==> src/rtl/nco_pkg.sv <==
// Shared types and constants for the NCO front-panel controller.
package nco_pkg;

  typedef enum logic [2:0] {
    IDLE = 3'd0,
    WAVE = 3'd1,
    FREQ = 3'd2,
    LOAD = 3'd3,
    ARM  = 3'd4,
    RUN  = 3'd5
  } state_t;

  localparam logic [3:0] SIG_MIN  = 4'd1;
  localparam logic [3:0] SIG_MAX  = 4'd6;
  localparam logic [3:0] FREQ_MAX = 4'd15;
  localparam int         ARM_CYC  = 4;

  function automatic logic [15:0] half_period(input logic [15:0] base, input logic [3:0] code);
    return base * (16'd16 - {12'd0, code});
  endfunction

  function automatic logic [3:0] freq_step(input logic [3:0] code, input logic up, input logic down);
    logic [3:0] res;
    res = code;
    if (up && code != FREQ_MAX)
      res = code + 4'd1;
    else if (down && code != 4'd0)
      res = code - 4'd1;
    return res;
  endfunction

  function automatic logic [3:0] sig_step(input logic [3:0] sig, input logic up, input logic down);
    logic [3:0] res;
    res = sig;
    if (up)
      res = (sig == SIG_MAX) ? SIG_MIN : sig + 4'd1;
    else if (down)
      res = (sig == SIG_MIN) ? SIG_MAX : sig - 4'd1;
    return res;
  endfunction

endpackage

==> src/rtl/nco_control_key_debounce.sv <==
// Push-button conditioner: 2-FF synchronizer, stability down-counter, one-cycle press pulse.
module key_debounce #(
  parameter int DEBOUNCE_CYC = 1_000_000
) (
  input  logic clk_50MHz,
  input  logic rst_n,
  input  logic key_n,
  output logic press
);

  localparam int             CW       = $clog2(DEBOUNCE_CYC);
  localparam logic [CW-1:0]  CNT_LOAD = CW'(DEBOUNCE_CYC - 1);

  logic          r_sync1;
  logic          r_sync2;
  logic          r_armed;
  logic          r_level;
  logic          r_press;
  logic [CW-1:0] r_cnt;

  // Synchronizer resets to "pressed" and the filter stays idle until a released
  // level is seen, so a key held through reset never produces a press.
  always_ff @(posedge clk_50MHz or negedge rst_n) begin
    if (!rst_n) begin
      r_sync1 <= 1'b0;
      r_sync2 <= 1'b0;
      r_armed <= 1'b0;
      r_level <= 1'b1;
      r_press <= 1'b0;
      r_cnt   <= CNT_LOAD;
    end else begin
      r_sync1 <= key_n;
      r_sync2 <= r_sync1;
      r_armed <= r_armed | r_sync2;
      r_press <= 1'b0;
      if (!r_armed || r_sync2 == r_level) begin
        r_cnt <= CNT_LOAD;
      end else if (r_cnt == '0) begin
        r_level <= r_sync2;
        r_press <= ~r_sync2;
        r_cnt   <= CNT_LOAD;
      end else begin
        r_cnt <= r_cnt - 1'b1;
      end
    end
  end

  assign press = r_press;

endmodule

==> src/rtl/nco_control.sv <==
// NCO mode controller: key arbitration, mode FSM and glitch-free clk_out divider.
//   state | meaning
//   IDLE  | waiting for next
//   WAVE  | up/down select waveform (wraps 1..6)
//   FREQ  | up/down select frequency code (saturates 0..15)
//   LOAD  | latch half-period, one cycle
//   ARM   | generator settle, ARM_CYC cycles
//   RUN   | divider running, live frequency changes
import nco_pkg::*;

module nco_control #(
  parameter int DEBOUNCE_CYC = 1_000_000,
  parameter int HALF_BASE    = 1563
) (
  input  logic       clk_50MHz,
  input  logic       rst_n,
  input  logic       key_next_n,
  input  logic       key_up_n,
  input  logic       key_down_n,
  output logic       clk_out,
  output logic [2:0] state_out,
  output logic [3:0] signal_out,
  output logic [3:0] freq_code
);

  localparam logic [15:0]   BASE     = 16'(HALF_BASE);
  localparam int            AW       = $clog2(ARM_CYC);
  localparam logic [AW-1:0] ARM_LOAD = AW'(ARM_CYC - 1);

  logic          w_press_next, w_press_up, w_press_down;
  logic          w_next, w_up, w_down;
  state_t        r_state, w_state_nx;
  logic [3:0]    r_sig, w_sig_nx;
  logic [3:0]    r_freq, w_freq_nx;
  logic [AW-1:0] r_arm_cnt, w_arm_cnt_nx;
  logic [15:0]   r_div_cnt, w_div_cnt_nx;
  logic [15:0]   r_half, w_half_nx, w_half_stg;
  logic          r_clk, w_clk_nx;

  key_debounce #(.DEBOUNCE_CYC(DEBOUNCE_CYC)) u_key_next (
    .clk_50MHz(clk_50MHz), .rst_n(rst_n), .key_n(key_next_n), .press(w_press_next));
  key_debounce #(.DEBOUNCE_CYC(DEBOUNCE_CYC)) u_key_up (
    .clk_50MHz(clk_50MHz), .rst_n(rst_n), .key_n(key_up_n), .press(w_press_up));
  key_debounce #(.DEBOUNCE_CYC(DEBOUNCE_CYC)) u_key_down (
    .clk_50MHz(clk_50MHz), .rst_n(rst_n), .key_n(key_down_n), .press(w_press_down));

  assign w_next     = w_press_next;
  assign w_up       = w_press_up & ~w_press_down & ~w_press_next;
  assign w_down     = w_press_down & ~w_press_up & ~w_press_next;
  assign w_half_stg = half_period(BASE, r_freq);

  always_ff @(posedge clk_50MHz or negedge rst_n) begin
    if (!rst_n) begin
      r_state   <= IDLE;
      r_sig     <= SIG_MIN;
      r_freq    <= 4'd0;
      r_arm_cnt <= '0;
      r_div_cnt <= 16'd0;
      r_half    <= half_period(BASE, 4'd0);
      r_clk     <= 1'b0;
    end else begin
      r_state   <= w_state_nx;
      r_sig     <= w_sig_nx;
      r_freq    <= w_freq_nx;
      r_arm_cnt <= w_arm_cnt_nx;
      r_div_cnt <= w_div_cnt_nx;
      r_half    <= w_half_nx;
      r_clk     <= w_clk_nx;
    end
  end

  always_comb begin
    w_state_nx   = r_state;
    w_sig_nx     = r_sig;
    w_freq_nx    = r_freq;
    w_arm_cnt_nx = r_arm_cnt;
    w_div_cnt_nx = 16'd0;
    w_half_nx    = r_half;
    w_clk_nx     = 1'b0;
    case (r_state)
      IDLE: if (w_next) w_state_nx = WAVE;
      WAVE: begin
        if (w_next) w_state_nx = FREQ;
        else        w_sig_nx   = sig_step(r_sig, w_up, w_down);
      end
      FREQ: begin
        if (w_next) w_state_nx = LOAD;
        else        w_freq_nx  = freq_step(r_freq, w_up, w_down);
      end
      LOAD: begin
        w_half_nx    = w_half_stg;
        w_arm_cnt_nx = ARM_LOAD;
        w_state_nx   = ARM;
      end
      ARM: begin
        if (r_arm_cnt == '0) w_state_nx   = RUN;
        else                 w_arm_cnt_nx = r_arm_cnt - 1'b1;
      end
      RUN: begin
        if (w_next) begin
          w_state_nx = IDLE;
        end else begin
          w_freq_nx = freq_step(r_freq, w_up, w_down);
          w_clk_nx  = r_clk;
          if (r_div_cnt == r_half - 16'd1) begin
            w_clk_nx = ~r_clk;
            // a new half-period only takes effect on the falling toggle
            if (r_clk) w_half_nx = w_half_stg;
          end else begin
            w_div_cnt_nx = r_div_cnt + 16'd1;
          end
        end
      end
      default: w_state_nx = IDLE;
    endcase
  end

  assign clk_out    = r_clk;
  assign state_out  = r_state;
  assign signal_out = r_sig;
  assign freq_code  = r_freq;

endmodule

==> config.mk <==
export PLATFORM = sky130hd
export DESIGN_NAME = nco_control
export DESIGN_NICKNAME = d
export VERILOG_FILES = /design/src/rtl/nco_pkg.sv /design/src/rtl/nco_control_key_debounce.sv /design/src/rtl/nco_control.sv
export SDC_FILE = /design/constraint.sdc
export NUM_CORES = 1
export LEC_CHECK = 0
export ABC_AREA = 1
export CORE_UTILIZATION = 52
export DETAILED_ROUTE_END_ITERATION = 16
export PLACE_DENSITY = 0.79
export SLEW_MARGIN = 40
export SYNTH_ARGS = -nofsm -noshare
export SYNTH_HDL_FRONTEND = slang
export SYNTH_SLANG_ARGS = --single-unit
export TNS_END_PERCENT = 5
==> constraint.sdc <==
create_clock -name clk_50MHz -period 3.65 [get_ports clk_50MHz]
set_input_delay 0.365 -clock clk_50MHz [delete_from_list [all_inputs] [get_ports clk_50MHz]]
set_output_delay 0.365 -clock clk_50MHz [all_outputs]
set_load 0.02 [all_outputs]
# After elaboration in Yosys (flattened, before gate mapping)
# Cells that the tools add are included.
# W data, S select, Z words.
[word_totals] reg_bits=121 latch_bits=0 mem_bits_rw=0 rom_bits=0 input_bits=5 out_inout_bits=12 wordCells=139 n_memories=0
[classes] n_addsub=11 mul=1 div=0 order_cmp=0 n_eq_ne=22 n_shift=0 mux=36 bitwise_logic=17 n_reduce_logical=27
[ops] op="$mux W20" count=6
[ops] op="$mux W16" count=6
[ops] op="$logic_not A20 Y1" count=3
[ops] op="$sub A20 B1 Y20 const B" count=3
[ops] op="$pmux W16 S2" count=1
[ops] op="$mux W4" count=6
[ops] op="$pmux W3 S6" count=1
[ops] op="$add A16 B1 Y16 const B" count=1
[ops] op="$eq A16 B16 Y1" count=1
[ops] op="$mul A12 B6 Y16 const A" count=1
[ops] op="$sub A16 B1 Y16 const B" count=1
[ops] op="$mux W3" count=5
[ops] op="$ne A2 B2 Y1 const B" count=5
[ops] op="$not A1 Y1" count=10
[ops] op="$mux W1" count=9
[ops] op="$add A4 B1 Y4 const B" count=2
[ops] op="$ne A2 B1 Y1 const B" count=4
[ops] op="$reduce_and A2 Y1" count=4
[ops] op="$reduce_bool A2 Y1" count=4
[ops] op="$sub A4 B1 Y4 const B" count=2
[ops] op="$eq A3 B2 Y1 const B" count=2
[ops] op="$eq A3 B3 Y1 const B" count=2
[ops] op="$reduce_and A3 Y1" count=2
[ops] op="$sub A5 B4 Y6 const A" count=1
[ops] op="other kinds (20)" count=32

# Logic depth before layout (Yosys ltp)
[depth] depth_word=6 mapped_depth=19 depth_no_buf=19

# By module
# From an unflattened synthesis, not the netlist that was laid out.
[hier_totals] cells_unflattened=1097 hier_area_um2=8220.4
[modules_own_cells] mod="nco_control" n_inst=1 cells_each=530 area_per_inst_um2=3887.5 seq_area_each_um2=1159.9
[modules_own_cells] mod="key_debounce at u_key_next ..." n_inst=2 cells_each=190 area_per_inst_um2=1463.9 seq_area_each_um2=641.9
[modules_own_cells] mod="key_debounce at u_key_down" n_inst=1 cells_each=187 area_per_inst_um2=1405.1 seq_area_each_um2=641.9

# Worst setup path before layout
# No wires, ideal clock.
[synth_timing] path_type="reg-to-reg" from="register r_freq[1] (netlist: freq_code[1])" to="register r_half[12]" setup_time_ns=0.065 arrival_ns=3.547 t_required_ns=3.585 slack_ns=0.038 path_stages_with_launch=17 path_buffers=0 period_less_slack_ns=3.612 path_cell_list="dfrtp_1 inv_1 ha_1 xnor2_1 ha_1 ha_1 inv_1 fa_1 inv_1 ha_1 nand2_1 o21ai_0 a21oi_1 o21ai_0 xor2_1 nand3_1 nand2_1"
[synth_between] elab_chain_len=6
[synth_lines] element="start, declared" line="nco_control.sv:34" text="logic [3:0] r_freq, w_freq_nx;"
[synth_lines] element="start signal, assigned" line="nco_control.sv:64" text="r_freq <= w_freq_nx;"
[synth_lines] element="$sub A5 B4 Y6 (*)" line="nco_pkg.sv:19" text="return base * (16'd16 - {12'd0, code});"
[synth_lines] element="$mul A12 B6 Y16 (*)" line="nco_pkg.sv:19"
[synth_lines] element="$mux W16" line="nco_control.sv:108" text="if (r_clk) w_half_nx = w_half_stg;"
[synth_lines] element="$mux W16" line="nco_control.sv:105" text="if (r_div_cnt == r_half - 16'd1) begin"
[synth_lines] element="$mux W16" line="nco_control.sv:100" text="if (w_next) begin"
[synth_lines] element="$pmux W16 S2 (*)" line="nco_control.sv:80" text="case (r_state)"
[synth_lines] element="end signal, assigned" line="nco_control.sv:59" text="r_half <= half_period(BASE, 4'd0);"
[synth_lines] element="end signal, assigned" line="nco_control.sv:67" text="r_half <= w_half_nx;"
[synth_lines] element="end, declared" line="nco_control.sv:37" text="logic [15:0] r_half, w_half_nx, w_half_stg;"
# Mark *: on every way between the ends. The rest lies on a longest branch, timed or not. The select of a mux whose other input is x is not followed.
# A chain may end at the register's enable or synchronous reset.

# Worst setup path after layout
[layout_timing] from="register r_freq[1] (netlist: freq_code[1])" to="register r_half[9]"
# The elaborated chain is that of the path after synthesis.

==> impl_metrics.json <==
{
  "cts_tree": "built",
  "arrival_time_at_the_worst_endpoint_ps": 3740,
  "synth-seq-cells": 121,
  "syn_avg_cell_area_sq_um": 7.85,
  "clock_skew_ps": 12.4,
  "vias": 6053,
  "fmax_mhz": 295,
  "timing.slew.headroom": 0.543,
  "tritoncts_num_sinks": 121,
  "timing.rr.start": "freq_code[1]",
  "max-vdd-ir-drop_mv": 0.369,
  "global_route.overflow_total": 0,
  "wl_cell_microns": 12.6,
  "rsz0062_at_grt": "no",
  "critical-path-top-cell-by-count": "sky130_fd_sc_hd__ha_1",
  "grt_antenna_before_repair": 0,
  "fp.dieH_microns": 121,
  "min_from": "u_key_down.r_sync1",
  "synthesis.instances": 937,
  "detail_route.first_pass.iterations": 5,
  "finalNetCount": 1022,
  "synth_flop_cell": "sky130_fd_sc_hd__dfrtp_1",
  "post_synth_xor_area_fraction": 0.0714,
  "crit_path_time_final_ps": 3390,
  "placement.io_buffers": 16,
  "route.antenna.remaining_nets": 0,
  "drc_errors": 0,
  "critical_path_buf_inv_count": 1,
  "worstMarginPinSlew_ps": 685,
  "cp.required_ps": 4000,
  "largest_family_of_logic_cells_by_synthesized_area": "simple AND/OR/NAND/NOR gates",
  "route.final.wire_length_microns": 14700,
  "routability_congestion_estimate_from_global_placement": 0.892,
  "clk-insertion-delay-late_ps": 420,
  "setup-tns-final_ps": 0,
  "dp_slack_ps": 72.6,
  "start_util": 0.532,
  "grt_pass1_wl_microns": 25900,
  "synth_warnings": 0,
  "grt_pass1_vias": 5943,
  "htreeDepth": 4,
  "die-width_microns": 121,
  "maxSlewViolCount": 0,
  "min-delay-path-class": "reg2reg",
  "die-area_sq_um": 14600,
  "largest_net_degree_at_the_start_of_global_routing": 64,
  "ioPinCount": 17,
  "cell_area_power_density_nw_per_um2": 378,
  "cp_slowest_cell": "sky130_fd_sc_hd__fa_1",
  "mostFrequentLayoutCells": "sky130_fd_sc_hd__nand2_1 (204), sky130_fd_sc_hd__nor2_1 (149), sky130_fd_sc_hd__inv_1 (104)",
  "final-setup-viol-count": 0,
  "run_status": "completed",
  "ant_cells": 0,
  "clock_tree.buffer_depth": 2,
  "post_synth_fa_ha_maj_area_fraction": 0.0816,
  "cts.reportedPaths.clkPinSlew_ps": 60,
  "startpoint_type": "register",
  "power_leakage_nw": 3.98,
  "hold_viol": 0,
  "fin_crit_sh": 0.928,
  "synth.cell_area_sq_um": 7360,
  "synth-edff-count": 0,
  "coreArea_sq_um": 13800,
  "synth_compound_gate_area_share": 0.0658,
  "cts-buffers-inserted": 17,
  "synth_async_sr_flop_share": 1.00,
  "layout.cells.most_common": "sky130_fd_sc_hd__nand2_1",
  "place.detailed.hpwl_microns": 10400,
  "drtIter0Drc": 263,
  "post_cts.repair.setup_buffers": 0,
  "critPathMaxFanout": 5,
  "critical_path_class": "reg2reg",
  "maxCapViolCount": 0,
  "postLayoutSetupSlackWorst_ps": 262,
  "synth-seq-area-share": 0.419,
  "critPathLaunch": "freq_code[1]",
  "synth-simple-area-share": 0.299,
  "synthMuxAreaShare": 0,
  "rows": 43,
  "track_usage": 0.221,
  "cts-root-buf": "sky130_fd_sc_hd__clkbuf_16",
  "cp_peak_stage_delay_ps": 440,
  "end_kind": "register",
  "postSynthNetCount": 987,
  "area_growth_syn_to_layout_pct": 14.4,
  "critical_path.top_delay_family": "adder cells",
  "drt-vias-per-instance": 5.20,
  "post_route_cells_drive_above_1_share": 0.123,
  "post_synth_num_cell_types": 40,
  "crit_chain": "inv_1 > ha_2 > xnor2_2 > ha_1 > ha_1 > or2_2 > fa_1 > ha_1 > a21oi_1 > nand2_2 > a21oi_1 > nor2_1 > nor2_1 > xnor2_1 > nand3_1 > nand2_1",
  "timing.hold.ws_ps": 346
}
==> synthesized netlist by cell type, types with 3 or more instances <==
library cell	instances	share of area
sky130_fd_sc_hd__nor2_2	5	0.0043
sky130_fd_sc_hd__nand3_2	4	0.0054
sky130_fd_sc_hd__or2_2	11	0.0094
sky130_fd_sc_hd__inv_1	105	0.054
sky130_fd_sc_hd__a31oi_1	3	0.0026
sky130_fd_sc_hd__nand4_1	12	0.010
sky130_fd_sc_hd__nor3_1	29	0.020
sky130_fd_sc_hd__dfstp_2	46	0.16
sky130_fd_sc_hd__xor2_1	35	0.042
sky130_fd_sc_hd__nand3b_1	7	0.0071
sky130_fd_sc_hd__o21ai_0	34	0.023
sky130_fd_sc_hd__nand2_1	205	0.10
sky130_fd_sc_hd__a21o_1	3	0.0031
sky130_fd_sc_hd__o211ai_1	3	0.0031
sky130_fd_sc_hd__ha_1	40	0.068
sky130_fd_sc_hd__o21ai_1	3	0.0020
sky130_fd_sc_hd__xnor2_1	25	0.030
sky130_fd_sc_hd__clkinv_1	3	0.0015
sky130_fd_sc_hd__nor2_4	3	0.0046
sky130_fd_sc_hd__a21oi_1	34	0.023
sky130_fd_sc_hd__nor2_1	150	0.077
sky130_fd_sc_hd__nand3_1	67	0.046
sky130_fd_sc_hd__inv_2	3	0.0015
sky130_fd_sc_hd__fa_1	5	0.014
sky130_fd_sc_hd__dfrtp_1	75	0.26
sky130_fd_sc_hd__nor4_1	6	0.0051
sky130_fd_sc_hd__clkbuf_1	3	0.0015
==> metal layers <==
metal	global-route usage	routed length (microns)
met1	0.276	6860
met2	0.380	7200
met3	0.0508	484
met4	0.0648	121
met5	0	0
==> path summary, 6_finish.rpt <==
check	cells past startpoint	slack, ps	end
setup / recovery	16	260	r_half[9]
hold / removal	0	350	u_key_down.r_sync2
setup reg to reg	16	260	r_half[9]
hold reg to reg	0	350	u_key_down.r_sync2
max in group asynchronous	3	2390	r_half[14]
min in group asynchronous	2	480	signal_out[2]
==> worst register-to-register path, stage by stage, from the launching register on <==
cell                      delay [ps]
sky130_fd_sc_hd__dfrtp_1         380
sky130_fd_sc_hd__inv_1           110
sky130_fd_sc_hd__ha_2            210
sky130_fd_sc_hd__xnor2_2         140
sky130_fd_sc_hd__ha_1            280
sky130_fd_sc_hd__ha_1            190
sky130_fd_sc_hd__or2_2           280
sky130_fd_sc_hd__fa_1            440
sky130_fd_sc_hd__ha_1            380
sky130_fd_sc_hd__a21oi_1         180
sky130_fd_sc_hd__nand2_2         110
sky130_fd_sc_hd__a21oi_1         170
sky130_fd_sc_hd__nor2_1           60
sky130_fd_sc_hd__nor2_1          120
sky130_fd_sc_hd__xnor2_1         130
sky130_fd_sc_hd__nand3_1          90
sky130_fd_sc_hd__nand2_1          70
==> state kept, by name, indices dropped and copies added, names as in the netlist, 3 cells and up <==
signal	flops
freq_code	4
r_div_cnt	16
r_half	16
signal_out	4
state_out	3
u_key_down.r_cnt	20
u_key_next.r_cnt	20
u_key_up.r_cnt	20
==> area by class of cell <==
class                           count  area [sq um]
Inverter                          111           417
Fill cell                        1184          5410
Sequential cell                   121          3090
Multi-Input combinational cell    697          3830
Timing Repair Buffer               24           236
Tap cell                          180           225
Clock inverter                     10           141
Clock buffer                       22           474
==> logic make-up after synthesis <==
logic type	Yosys count
adders and majority gates	45
DFF	121
buffers and inverters	119
and+or+nand+nor	504
xor gates and xnor gates	60
AOI/OAI and AO/OA	88
==> power breakdown <==
part / total, mW / switching (mW) / internal, mW
logic: 0.0705 / 0.0521 / 0.0184
registers: 1.37 / 0.00846 / 1.36
clock network: 1.74 / 0.610 / 1.13
==> per-stage QoR <==
stage	util	instance area, sq um	instances	total power [mW]
global route	0.609	8410	1165	3.28
floorplan	-	7360	937	1.42
global placement	0.561	7760	1132	1.46
detailed placement	0.561	7760	1132	1.46
finish	0.609	8410	1165	3.18
CTS	0.606	8370	1164	3.21
==> timing repair <==
item,in CTS,in global routing
endpoints found under the setup margin,0,8
endpoints found under the hold margin,0,36
hold buffers,0,1
resized for setup,0,9
Note: power is estimated with default switching activity, not from simulation.
